`src/rtl/riscv_pipeline_controller_pkg.sv`:
```
// Shared state encodings and the stage-control bundle for the RISC-V pipeline controller.
package riscv_pipeline_controller_pkg;

  localparam logic [1:0] StRun     = 2'd0;
  localparam logic [1:0] StMduBusy = 2'd1;
  localparam logic [1:0] StMemWait = 2'd2;

  typedef struct packed {
    logic pc_en;
    logic if_id_en;
    logic id_ex_en;
    logic ex_mem_en;
    logic mem_wb_en;
    logic if_id_flush;
    logic id_ex_flush;
    logic ex_mem_flush;
    logic mdu_kill;
  } ctrl_t;

  localparam ctrl_t CtrlDefault = '{
    pc_en:        1'b1,
    if_id_en:     1'b1,
    id_ex_en:     1'b1,
    ex_mem_en:    1'b1,
    mem_wb_en:    1'b1,
    if_id_flush:  1'b0,
    id_ex_flush:  1'b0,
    ex_mem_flush: 1'b0,
    mdu_kill:     1'b0
  };

  // Front end frozen while the mul/div result is pending; EX/MEM gets a bubble.
  function automatic ctrl_t ctrl_mdu_stall();
    ctrl_t c;
    c              = CtrlDefault;
    c.pc_en        = 1'b0;
    c.if_id_en     = 1'b0;
    c.id_ex_en     = 1'b0;
    c.ex_mem_flush = 1'b1;
    return c;
  endfunction

endpackage

```
`src/rtl/riscv_hazard_detect.sv`:
```
// Load-use hazard comparator: a used decode source matches a non-x0 load destination.
module riscv_hazard_detect #(
  parameter int unsigned REG_ADDR_W = 5
) (
  input  logic [REG_ADDR_W-1:0] i_id_rs1,
  input  logic [REG_ADDR_W-1:0] i_id_rs2,
  input  logic                  i_id_rs1_used,
  input  logic                  i_id_rs2_used,
  input  logic [REG_ADDR_W-1:0] i_ex_rd,
  input  logic                  i_ex_is_load,
  output logic                  o_load_use
);

  logic rd_nonzero;

  assign rd_nonzero = |i_ex_rd;
  assign o_load_use = i_ex_is_load & rd_nonzero &
                      ((i_id_rs1_used & (i_id_rs1 == i_ex_rd)) |
                       (i_id_rs2_used & (i_id_rs2 == i_ex_rd)));

endmodule

```
`src/rtl/riscv_pipeline_controller.sv`:
```
// Five-stage pipeline controller: stall/flush decode, MDU and memory-wait FSM, stall counter.
module riscv_pipeline_controller
  import riscv_pipeline_controller_pkg::*;
#(
  parameter int unsigned STALL_CNT_W = 16,
  parameter int unsigned REG_ADDR_W  = 5
) (
  input  logic                   i_clk,
  input  logic                   i_rst,
  input  logic [REG_ADDR_W-1:0]  i_id_rs1,
  input  logic [REG_ADDR_W-1:0]  i_id_rs2,
  input  logic                   i_id_rs1_used,
  input  logic                   i_id_rs2_used,
  input  logic [REG_ADDR_W-1:0]  i_ex_rd,
  input  logic                   i_ex_is_load,
  input  logic                   i_ex_br_taken,
  input  logic                   i_ex_mdu_start,
  input  logic                   i_mdu_done,
  input  logic                   i_mem_req,
  input  logic                   i_mem_ready,
  input  logic                   i_trap,
  input  logic                   i_stall_cnt_clr,
  output logic                   o_pc_en,
  output logic                   o_if_id_en,
  output logic                   o_id_ex_en,
  output logic                   o_ex_mem_en,
  output logic                   o_mem_wb_en,
  output logic                   o_if_id_flush,
  output logic                   o_id_ex_flush,
  output logic                   o_ex_mem_flush,
  output logic                   o_mdu_kill,
  output logic [1:0]             o_state,
  output logic [STALL_CNT_W-1:0] o_stall_cnt
);

  logic [1:0]             state_q, state_d;
  logic                   trap_pend_q, trap_pend_d;
  logic [STALL_CNT_W-1:0] stall_cnt_q, stall_cnt_d;
  logic                   load_use;
  logic                   mem_hold;
  ctrl_t                  ctrl;

  riscv_hazard_detect #(
    .REG_ADDR_W (REG_ADDR_W)
  ) u_hazard_detect (
    .i_id_rs1      (i_id_rs1),
    .i_id_rs2      (i_id_rs2),
    .i_id_rs1_used (i_id_rs1_used),
    .i_id_rs2_used (i_id_rs2_used),
    .i_ex_rd       (i_ex_rd),
    .i_ex_is_load  (i_ex_is_load),
    .o_load_use    (load_use)
  );

  assign mem_hold = i_mem_req & ~i_mem_ready;

  always_comb begin
    ctrl        = CtrlDefault;
    state_d     = StRun;
    trap_pend_d = 1'b0;
    if (mem_hold) begin
      ctrl.pc_en     = 1'b0;
      ctrl.if_id_en  = 1'b0;
      ctrl.id_ex_en  = 1'b0;
      ctrl.ex_mem_en = 1'b0;
      ctrl.mem_wb_en = 1'b0;
      state_d        = StMemWait;
      // A trap seen during the hold is deferred to the release cycle.
      trap_pend_d    = trap_pend_q | i_trap;
    end else if (i_trap || trap_pend_q) begin
      ctrl.if_id_flush  = 1'b1;
      ctrl.id_ex_flush  = 1'b1;
      ctrl.ex_mem_flush = 1'b1;
      ctrl.mdu_kill     = (state_q == StMduBusy);
    end else if (state_q == StMemWait) begin
      ctrl = CtrlDefault;
    end else if (state_q == StMduBusy) begin
      if (!i_mdu_done) begin
        ctrl    = ctrl_mdu_stall();
        state_d = StMduBusy;
      end
    end else if (i_ex_mdu_start && !i_mdu_done) begin
      ctrl    = ctrl_mdu_stall();
      state_d = StMduBusy;
    end else if (i_ex_br_taken) begin
      ctrl.if_id_flush = 1'b1;
      ctrl.id_ex_flush = 1'b1;
    end else if (load_use) begin
      ctrl.pc_en       = 1'b0;
      ctrl.if_id_en    = 1'b0;
      ctrl.id_ex_flush = 1'b1;
    end
  end

  always_comb begin
    stall_cnt_d = stall_cnt_q;
    if (i_stall_cnt_clr) begin
      stall_cnt_d = '0;
    end else if (!ctrl.pc_en && (stall_cnt_q != {STALL_CNT_W{1'b1}})) begin
      stall_cnt_d = stall_cnt_q + {{(STALL_CNT_W-1){1'b0}}, 1'b1};
    end
  end

  always_ff @(posedge i_clk or posedge i_rst) begin
    if (i_rst) begin
      state_q     <= StRun;
      trap_pend_q <= 1'b0;
      stall_cnt_q <= '0;
    end else begin
      state_q     <= state_d;
      trap_pend_q <= trap_pend_d;
      stall_cnt_q <= stall_cnt_d;
    end
  end

  assign o_pc_en        = ctrl.pc_en;
  assign o_if_id_en     = ctrl.if_id_en;
  assign o_id_ex_en     = ctrl.id_ex_en;
  assign o_ex_mem_en    = ctrl.ex_mem_en;
  assign o_mem_wb_en    = ctrl.mem_wb_en;
  assign o_if_id_flush  = ctrl.if_id_flush;
  assign o_id_ex_flush  = ctrl.id_ex_flush;
  assign o_ex_mem_flush = ctrl.ex_mem_flush;
  assign o_mdu_kill     = ctrl.mdu_kill;
  assign o_state        = state_q;
  assign o_stall_cnt    = stall_cnt_q;

endmodule

```
`config.mk`:
```
export PLATFORM = sky130hd
export DESIGN_NAME = riscv_pipeline_controller
export DESIGN_NICKNAME = d
export VERILOG_FILES = /design/src/rtl/riscv_pipeline_controller_pkg.sv /design/src/rtl/riscv_hazard_detect.sv /design/src/rtl/riscv_pipeline_controller.sv
export SDC_FILE = /design/constraint.sdc
export NUM_CORES = 1
export LEC_CHECK = 0
export CORE_MARGIN = 2
export CORE_UTILIZATION = 28
export DETAILED_ROUTE_END_ITERATION = 10
export HOLD_SLACK_MARGIN = 0.06
export PLACE_DENSITY_LB_ADDON = 0.2
export SLEW_MARGIN = 0
export SYNTH_ARGS = -nofsm -noshare
export SYNTH_HDL_FRONTEND = slang
export SYNTH_SLANG_ARGS = --single-unit
export TNS_END_PERCENT = 5
```
`constraint.sdc`:
```
create_clock -name i_clk -period 5.6 [get_ports i_clk]
set_input_delay 0.84 -clock i_clk [delete_from_list [all_inputs] [get_ports i_clk]]
set_output_delay 0.84 -clock i_clk [all_outputs]
set_load 0.02 [all_outputs]
```
==> flow_metrics.tcl, run 1 <==
set metrics [dict create \
    num_vias 1189 \
    cp_cell_sequence "clkdlybuf4s50_1 -> or4_1 -> o21a_1 -> a31oi_4 -> clkdlybuf4s50_1" \
    required_ps 4760 \
    routabilityCongestion 0.899 \
    drv_slew 0 \
    grt_pass1_vias 1254 \
    grt_start_max_net_pins 21 \
    min_path_type "reg2reg" \
    cts_buffer_depth 2 \
    fin_nets 215 \
    skew_ps 10.1 \
    track_usage_pct 13.3 \
    layout_setup_ws_ps 1430 \
    regArea_um2 475 \
    clock_latency_ps 260 \
    cts_tree "yes" \
    synth_top_area_share_pct 36.7 \
    power_density_nw_per_um2 171 \
    drt-total-wl_um 3160 \
    htreeDepth 1 \
    die_area_um2 5190 \
    leakagePower_nw 0.685 \
    dp_hpwl_um 2410 \
    ctsHoldBuffers 0 \
    drc 0 \
    max_freq_mhz 240 \
    fin_crit_sh_pct 74.5 \
    die-width_um 72.0 \
    grt_pass1_wl_um 5520 \
    coreArea_um2 4410 \
    io_pins 54 \
    syn_area_um2 1300 \
    grt.overflow.total 0 \
    peakVddDrop_uv 77.7 \
    routed_via_density 5.00 \
    die_h_um 72.0 \
    routedWlPerCell_um 13.3 \
    yosysMostFrequentCell "xnor2_1" \
    diodes 0 \
    syn-instance-count 137 \
    numCtsBuffers 3 \
    crit_path_frequent_cell "clkdlybuf4s50_1" \
    finalSetupViolCount 0 \
    avgSynthCellArea_um2 9.46 \
    tightest_slew_ps 756 \
    crit_type "in2out" \
    synth_ff_type "dfrtp_1" \
    dp_slack_ps 1420 \
    placement.io_buffers 53 \
    cts_setup_buffers 0 \
    worstPathArrival_ps 3330 \
    ys_seq_area_share_pct 36.7 \
    async_reset_ff_share_pct 100 \
    start_kind "input port" \
    rsz0062_at_grt "no" \
    first_iter_violations 37 \
    antenna_left 0 \
    yosys.area.top_type "dfrtp_1" \
    ff2ff_setup_slack_ps 3340 \
    area_growth_pct 44.0 \
    slowest_stage "clkdlybuf4s50_1" \
    relSlewSlack_pct 49.5 \
    root_buffer "clkbuf_8" \
    yosys.cell_types.count 40 \
    cp-end-kind "primary output" \
    cap_violations 0 \
    syn_nets 165 \
    status "completed" \
    ys_seq_elements 19 \
    ys_warn_count 0 \
    ys_top_cells_by_count "xnor2_1, dfrtp_1, nor2_1, nand2_1, nand4_1" \
    layout_min_cycle_time_ps 4170 \
    multi_input_comb_area_um2 732 \
    cp_slowest_stage_delay_ps 720 \
    clkSinkCount 19 \
    fin_tns_setup_ps 0 \
    ys_top_cells_by_area "dfrtp_1, xnor2_1, nor2_1" \
    antenna_found_initial 0 \
    start_util_pct 29.4 \
    hold_viol_final 0 \
    synth_edf_count 0 \
    clkTransAtPathRegs_ps 80 \
    crit_fanout 20 \
    post_cts_resize_count 0 \
    layout-drive-gt1-share_pct 9.68 \
    nFillCells 426 \
    rows 24 \
    drt_first_pass_iters 4 \
]
## worst paths after layout
kind / startpoint / depth (start not counted) / endpoint
max in group asynchronous: i_rst / 2 / o_stall_cnt[6]
setup / recovery: i_ex_rd[0] / 5 / o_pc_en
min in group asynchronous: i_rst / 2 / o_stall_cnt[9]
hold reg to reg: o_stall_cnt[14] / 1 / o_stall_cnt[14]
setup reg to reg: o_stall_cnt[7] / 7 / o_stall_cnt[0]
hold / removal: o_stall_cnt[14] / 1 / o_stall_cnt[14]
## sequential cells by signal (all words and copies together), names as in the netlist
| signal | count |
|---|---|
| o_stall_cnt | 16 |
| o_state | 2 |
| trap_pend_q | 1 |
## placed cells by master, fill, tap and decap left out, types with 3 or more instances in the layout
cell type and count:
nor2_1 17, dfrtp_1 19, nand2_1 9, nor3_2 4, a21oi_1 5, or4_1 3, nand4_1 6, inv_1 5
nand3_1 5, clkdlybuf4s50_1 53, xnor2_1 21, clkbuf_8 3, nor3_1 3
## worst max-delay path: cells and delay by family
kind / cells / cell delay (ps)
and+or+nand+nor: 1 / 540
buffers and inverters: 2 / 1190
AOI/OAI and AO/OA: 2 / 760
## per-stage QoR
stage	hold WS (ps)	util, %	instance area [µm²]	power, mW	std cells
detailed placement	555	41.3	1820	0.222	234
finish	556	42.3	1870	0.318	238
global route	591	42.3	1870	0.336	238
floorplan	534	-	1300	0.186	137
global placement	499	41.3	1820	0.222	234
CTS	566	42.3	1870	0.323	238
## per-layer routing
layer	wire length (µm)	vias up	global-route usage, %	part of all wire (%)
li1	-	579	-	-
met1	1390	558	15.8	44
met2	1540	47	23.0	49
met3	161	5	2.22	5.1
met4	65	0	7.13	2.1
met5	0	-	0	0
## report_power, final
group          internal, mW  switching (mW)
clock network        0.0507          0.0488
logic                0.0400          0.0365
registers             0.139         0.00295
## cells by family (layout without fill, tap and decap cells)
group	count (synthesis)	in the layout	share of synthesized area (%)
AOI/OAI and AO/OA	19	19	13.1
xor gates and xnor gates	21	21	14.2
DFF	19	19	36.7
and+or+nand+nor	64	64	28.2
adders and majority gates	1	1	0.965
buffers and inverters	13	62	6.85
## layout make-up
cell class | instances | share of cell area (%)
multi-input combinational | 105 | 39.2
sequential | 19 | 25.5
timing repair buffer | 53 | 28.4
clock buffer | 4 | 2.41
tap | 52 | 3.49
inverter | 5 | 1.01
Note: power is estimated with default switching activity, not from simulation.
==> run 2, diff against run 1 <==
==> constraint.sdc (replaced) <==
create_clock -name i_clk -period 3.97 [get_ports i_clk]
set_input_delay 0.5955 -clock i_clk [delete_from_list [all_inputs] [get_ports i_clk]]
set_output_delay 0.5955 -clock i_clk [all_outputs]
set_load 0.02 [all_outputs]
==> flow_metrics.tcl, run 2 (synthesis gave the netlist of run 1 again) <==
set metrics [dict create \
    track_usage_pct 13.4 \
    first_iter_violations 59 \
    routed_via_density 5.00 \
    grt_pass1_wl_um 5530 \
    start_util_pct 29.4 \
    relSlewSlack_pct 51.0 \
    max_freq_mhz 306 \
    clkSinkCount 19 \
    io_pins 54 \
    coreArea_um2 4410 \
    rsz0062_at_grt "no" \
    ctsHoldBuffers 0 \
    htreeDepth 1 \
    post_cts_resize_count 0 \
    drt_first_pass_iters 4 \
    die_area_um2 5190 \
    largest_reg_flops 16 \
    cts_tree "yes" \
    die_h_um 72.0 \
    root_buffer "clkbuf_8" \
    grt_start_max_net_pins 20 \
    worstPathArrival_ps 2680 \
    mostFrequentLayoutCells "clkdlybuf4s50_1, xnor2_1, dfrtp_1, nor2_1, nand2_1" \
    diodes 0 \
    leakagePower_nw 0.693 \
    dp_hpwl_um 2480 \
    design_area_um2 1880 \
    post_dp_cell_area_um2 1830 \
    routabilityCongestion 0.796 \
    cp-end-kind "primary output" \
    grt_pass1_vias 1240 \
    placement.io_buffers 53 \
    post-route-util_pct 42.5 \
    start_kind "input port" \
    grt.overflow.total 0 \
    fin_crit_sh_pct 82.4 \
    drv_slew 0 \
    layout_min_cycle_time_ps 3270 \
    cts_setup_buffers 0 \
    drc 0 \
    fin_tns_setup_ps 0 \
    crit_fanout 3 \
    area_growth_pct 44.7 \
    die-width_um 72.0 \
    required_ps 3370 \
    skew_ps 0.741 \
    status "completed" \
    power_density_nw_per_um2 240 \
    tightest_slew_ps 734 \
    min_path_type "reg2reg" \
    cts_buffer_depth 2 \
    cap_violations 0 \
    layout-drive-gt1-share_pct 10.7 \
    clock_latency_ps 260 \
    finalSetupViolCount 0 \
    final_common_cell "clkdlybuf4s50_1" \
    routedWlPerCell_um 13.3 \
    fin_nets 216 \
    antenna_found_initial 0 \
    rows 24 \
    numCtsBuffers 3 \
    peakVddDrop_uv 101 \
    clkTransAtPathRegs_ps 70 \
    num_vias 1196 \
    hold_viol_final 0 \
    crit_type "in2out" \
    hold_slack_ps 561 \
    antenna_left 0 \
    drt-total-wl_um 3190 \
]
## run 2: cell types whose count changed in the layout (fill, tap and decap cells not counted)
cell / before / now
buf_4: 0 / 1
clkbuf_1: 1 / 0
clkinv_2: 0 / 1
## run 2: path summary, 6_finish.rpt
path / startpoint / to / slack [ps] / cells past startpoint
hold reg to reg: o_stall_cnt[14] / o_stall_cnt[14] / 560 / 1
setup reg to reg: o_stall_cnt[7] / o_stall_cnt[0] / 1750 / 7
max in group asynchronous: i_rst / o_stall_cnt[12] / 2760 / 2
hold / removal: o_stall_cnt[14] / o_stall_cnt[14] / 560 / 1
min in group asynchronous: i_rst / o_state[0] / 750 / 2
setup / recovery: i_ex_rd[0] / o_if_id_en / 700 / 5
## run 2: layout make-up
cell class                 instances  area [µm²]
fill                             422        2540
multi-input combinational        105         732
timing repair buffer              54         538
sequential                        19         475
tap                               52        65.1
clock buffer                       3        41.3
inverter                           5        18.8
clock inverter                     1        5.00
## run 2: metrics by stage
stage | instances | total power [mW] | worst slack, ps
after floorplan | 137 | 0.263 | 1450
after global placement | 235 | 0.314 | 710
after detailed placement | 235 | 0.316 | 677
after CTS | 239 | 0.460 | 676
after global routing | 239 | 0.474 | 580
final | 239 | 0.451 | 698
## run 2: power breakdown
part	switching (mW)	internal [mW]	leakage, nW
sequential	0.00414	0.197	0.263
combinational	0.0526	0.0575	0.405
clock	0.0702	0.0700	0.0255
## run 2: critical path: stages
cell	delay, ps
clkdlybuf4s50_1	460
or4_1	530
o21a_1	220
a31oi_4	220
clkdlybuf4s50_1	640
## run 2: metal layers
layer  track usage [%]  vias to the layer above  part of all wire (%)
met5                 0                        -                     0
met4              7.13                        0                   2.5
met3              2.50                        7                   6.3
met2              22.7                       48                    47
met1              16.1                      558                    44
li1                  -                      583                     -
==> run 3, diff against run 2 <==
==> constraint.sdc (replaced) <==
create_clock -name i_clk -period 3.3 [get_ports i_clk]
set_input_delay 0.495 -clock i_clk [delete_from_list [all_inputs] [get_ports i_clk]]
set_output_delay 0.495 -clock i_clk [all_outputs]
set_load 0.02 [all_outputs]
==> flow_metrics.tcl, run 3 (synthesis gave the netlist of run 1 again) <==
set metrics [dict create \
    fin_nets 216 \
    antenna_left 0 \
    switching_share_pct 27.1 \
    num_vias 1201 \
    area_growth_pct 44.6 \
    cts_buffer_depth 2 \
    routedWlPerCell_um 13.3 \
    placement.io_buffers 53 \
    routed_via_density 5.03 \
    clkSinkCount 19 \
    clkTransAtPathRegs_ps 70 \
    status "completed" \
    drv_slew 0 \
    rsz0062_at_grt "no" \
    routabilityCongestion 0.796 \
    die-width_um 72.0 \
    start_util_pct 29.4 \
    combinationalPowerShare_pct 24.7 \
    rows 24 \
    coreArea_um2 4410 \
    power_frac_seq_pct 45.0 \
    drc 0 \
    grt_pass1_vias 1223 \
    cp_cell_sequence "clkdlybuf4s50_1 -> or4_1 -> o21a_1 -> a31oi_4 -> clkdlybuf4s50_1" \
    crit_type "in2out" \
    cp-end-kind "primary output" \
    path_delay_family "buffers and inverters" \
    antenna_found_initial 0 \
    mostFrequentLayoutCells "clkdlybuf4s50_1, xnor2_1, dfrtp_1, nor2_1, nand2_1" \
    skew_ps 5.76 \
    layout-drive-gt1-share_pct 10.2 \
    drt-total-wl_um 3190 \
    crit_fanout 3 \
    power_density_nw_per_um2 287 \
    leakagePower_nw 0.690 \
    cp_slowest_stage_delay_ps 640 \
    track_usage_pct 13.2 \
    io_pins 54 \
    min_path_type "reg2reg" \
    grt.overflow.total 0 \
    final_common_cell "clkdlybuf4s50_1" \
    max_freq_mhz 326 \
    p_switching_mw 0.145 \
    slowest_stage "clkdlybuf4s50_1" \
    post_cts_resize_count 0 \
    power.internal_mw 0.392 \
    cts_setup_buffers 0 \
    drt_first_pass_iters 4 \
    first_iter_violations 30 \
    numCtsBuffers 3 \
    cap_violations 0 \
    die_h_um 72.0 \
    start_kind "input port" \
    p_clk_share_pct 30.3 \
    required_ps 2800 \
    crit_buf_inv 2 \
    design_area_um2 1870 \
    htreeDepth 1 \
    clock_latency_ps 260 \
    root_buffer "clkbuf_8" \
    grt_start_max_net_pins 20 \
    worstPathArrival_ps 2570 \
    peakVddDrop_uv 126 \
    tightest_slew_ps 771 \
    diodes 0 \
    dp_hpwl_um 2490 \
    relSlewSlack_pct 48.6 \
    cts_tree "yes" \
    fin_tns_setup_ps 0 \
    p_total_mw 0.537 \
    grt_pass1_wl_um 5510 \
    finalSetupViolCount 0 \
    fin_crit_sh_pct 92.9 \
    nFillCells 421 \
    hold_viol_final 0 \
    layout_min_cycle_time_ps 3070 \
    post_dp_cell_area_um2 1830 \
    largest_reg_flops 16 \
    die_area_um2 5190 \
    crit_path_frequent_cell "clkdlybuf4s50_1" \
    ctsHoldBuffers 0 \
]
[run 3: changes by cell type in the layout (fill, tap and decap cells not counted)]
cell	change
clkbuf_1	+1
clkinv_2	-1
[run 3: worst reg2reg max path: stages, from the launching register on]
cell     delay (ps)
dfrtp_1         450
and4_1          270
and3_1          210
nand3_1         120
nor2_2          610
nor2_1          220
xnor2_1         200
nor2_1           50
[run 3: cell type report]
class / count / area [µm²] / area share [%]
clock buffer: 4 / 45.0 / 2.40
multi-input combinational: 105 / 732 / 39.1
inverter: 5 / 18.8 / 1.00
timing repair buffer: 54 / 538 / 28.7
tap: 52 / 65.1 / 3.47
sequential: 19 / 475 / 25.4
[run 3: power groups by stage]
stage | clock network, mW | logic, mW | registers (mW)
4_1_cts | 0.171 | 0.134 | 0.242
2_1_floorplan | 0 | 0.0665 | 0.249
5_1_grt | 0.182 | 0.143 | 0.242
3_5_place_dp | 0 | 0.134 | 0.246
6_report | 0.163 | 0.133 | 0.242
3_3_place_gp | 0 | 0.132 | 0.246
[run 3: through the flow]
step / std cells / util [%] / hold WS (ps) / setup slack [ps]
after floorplan: 137 / - / 446 / 978
final: 239 / 42.5 / 546 / 235
after detailed placement: 235 / 41.4 / 540 / 213
after CTS: 239 / 42.5 / 551 / 212
after global routing: 239 / 42.5 / 574 / 133
after global placement: 235 / 41.4 / 506 / 241
[run 3: worst paths after layout]
kind	startpoint	end	slack, ps	cells after the start
min in group asynchronous	i_rst	o_stall_cnt[9]	660	2
worst min-delay path	o_stall_cnt[14]	o_stall_cnt[14]	550	1
worst min register to register	o_stall_cnt[14]	o_stall_cnt[14]	550	1
max in group asynchronous	i_rst	o_stall_cnt[7]	2180	2
worst max register to register	o_stall_cnt[7]	o_stall_cnt[0]	1040	7
worst max-delay path	i_ex_rd[0]	o_if_id_en	230	5
[run 3: layer usage]
| layer | GRT usage, % | part of all wire, % |
|---|---|---|
| met5 | 0 | 0 |
| met3 | 2.36 | 6.9 |
| met1 | 15.5 | 44 |
| met2 | 23.6 | 47 |
| met4 | 5.66 | 2.0 |
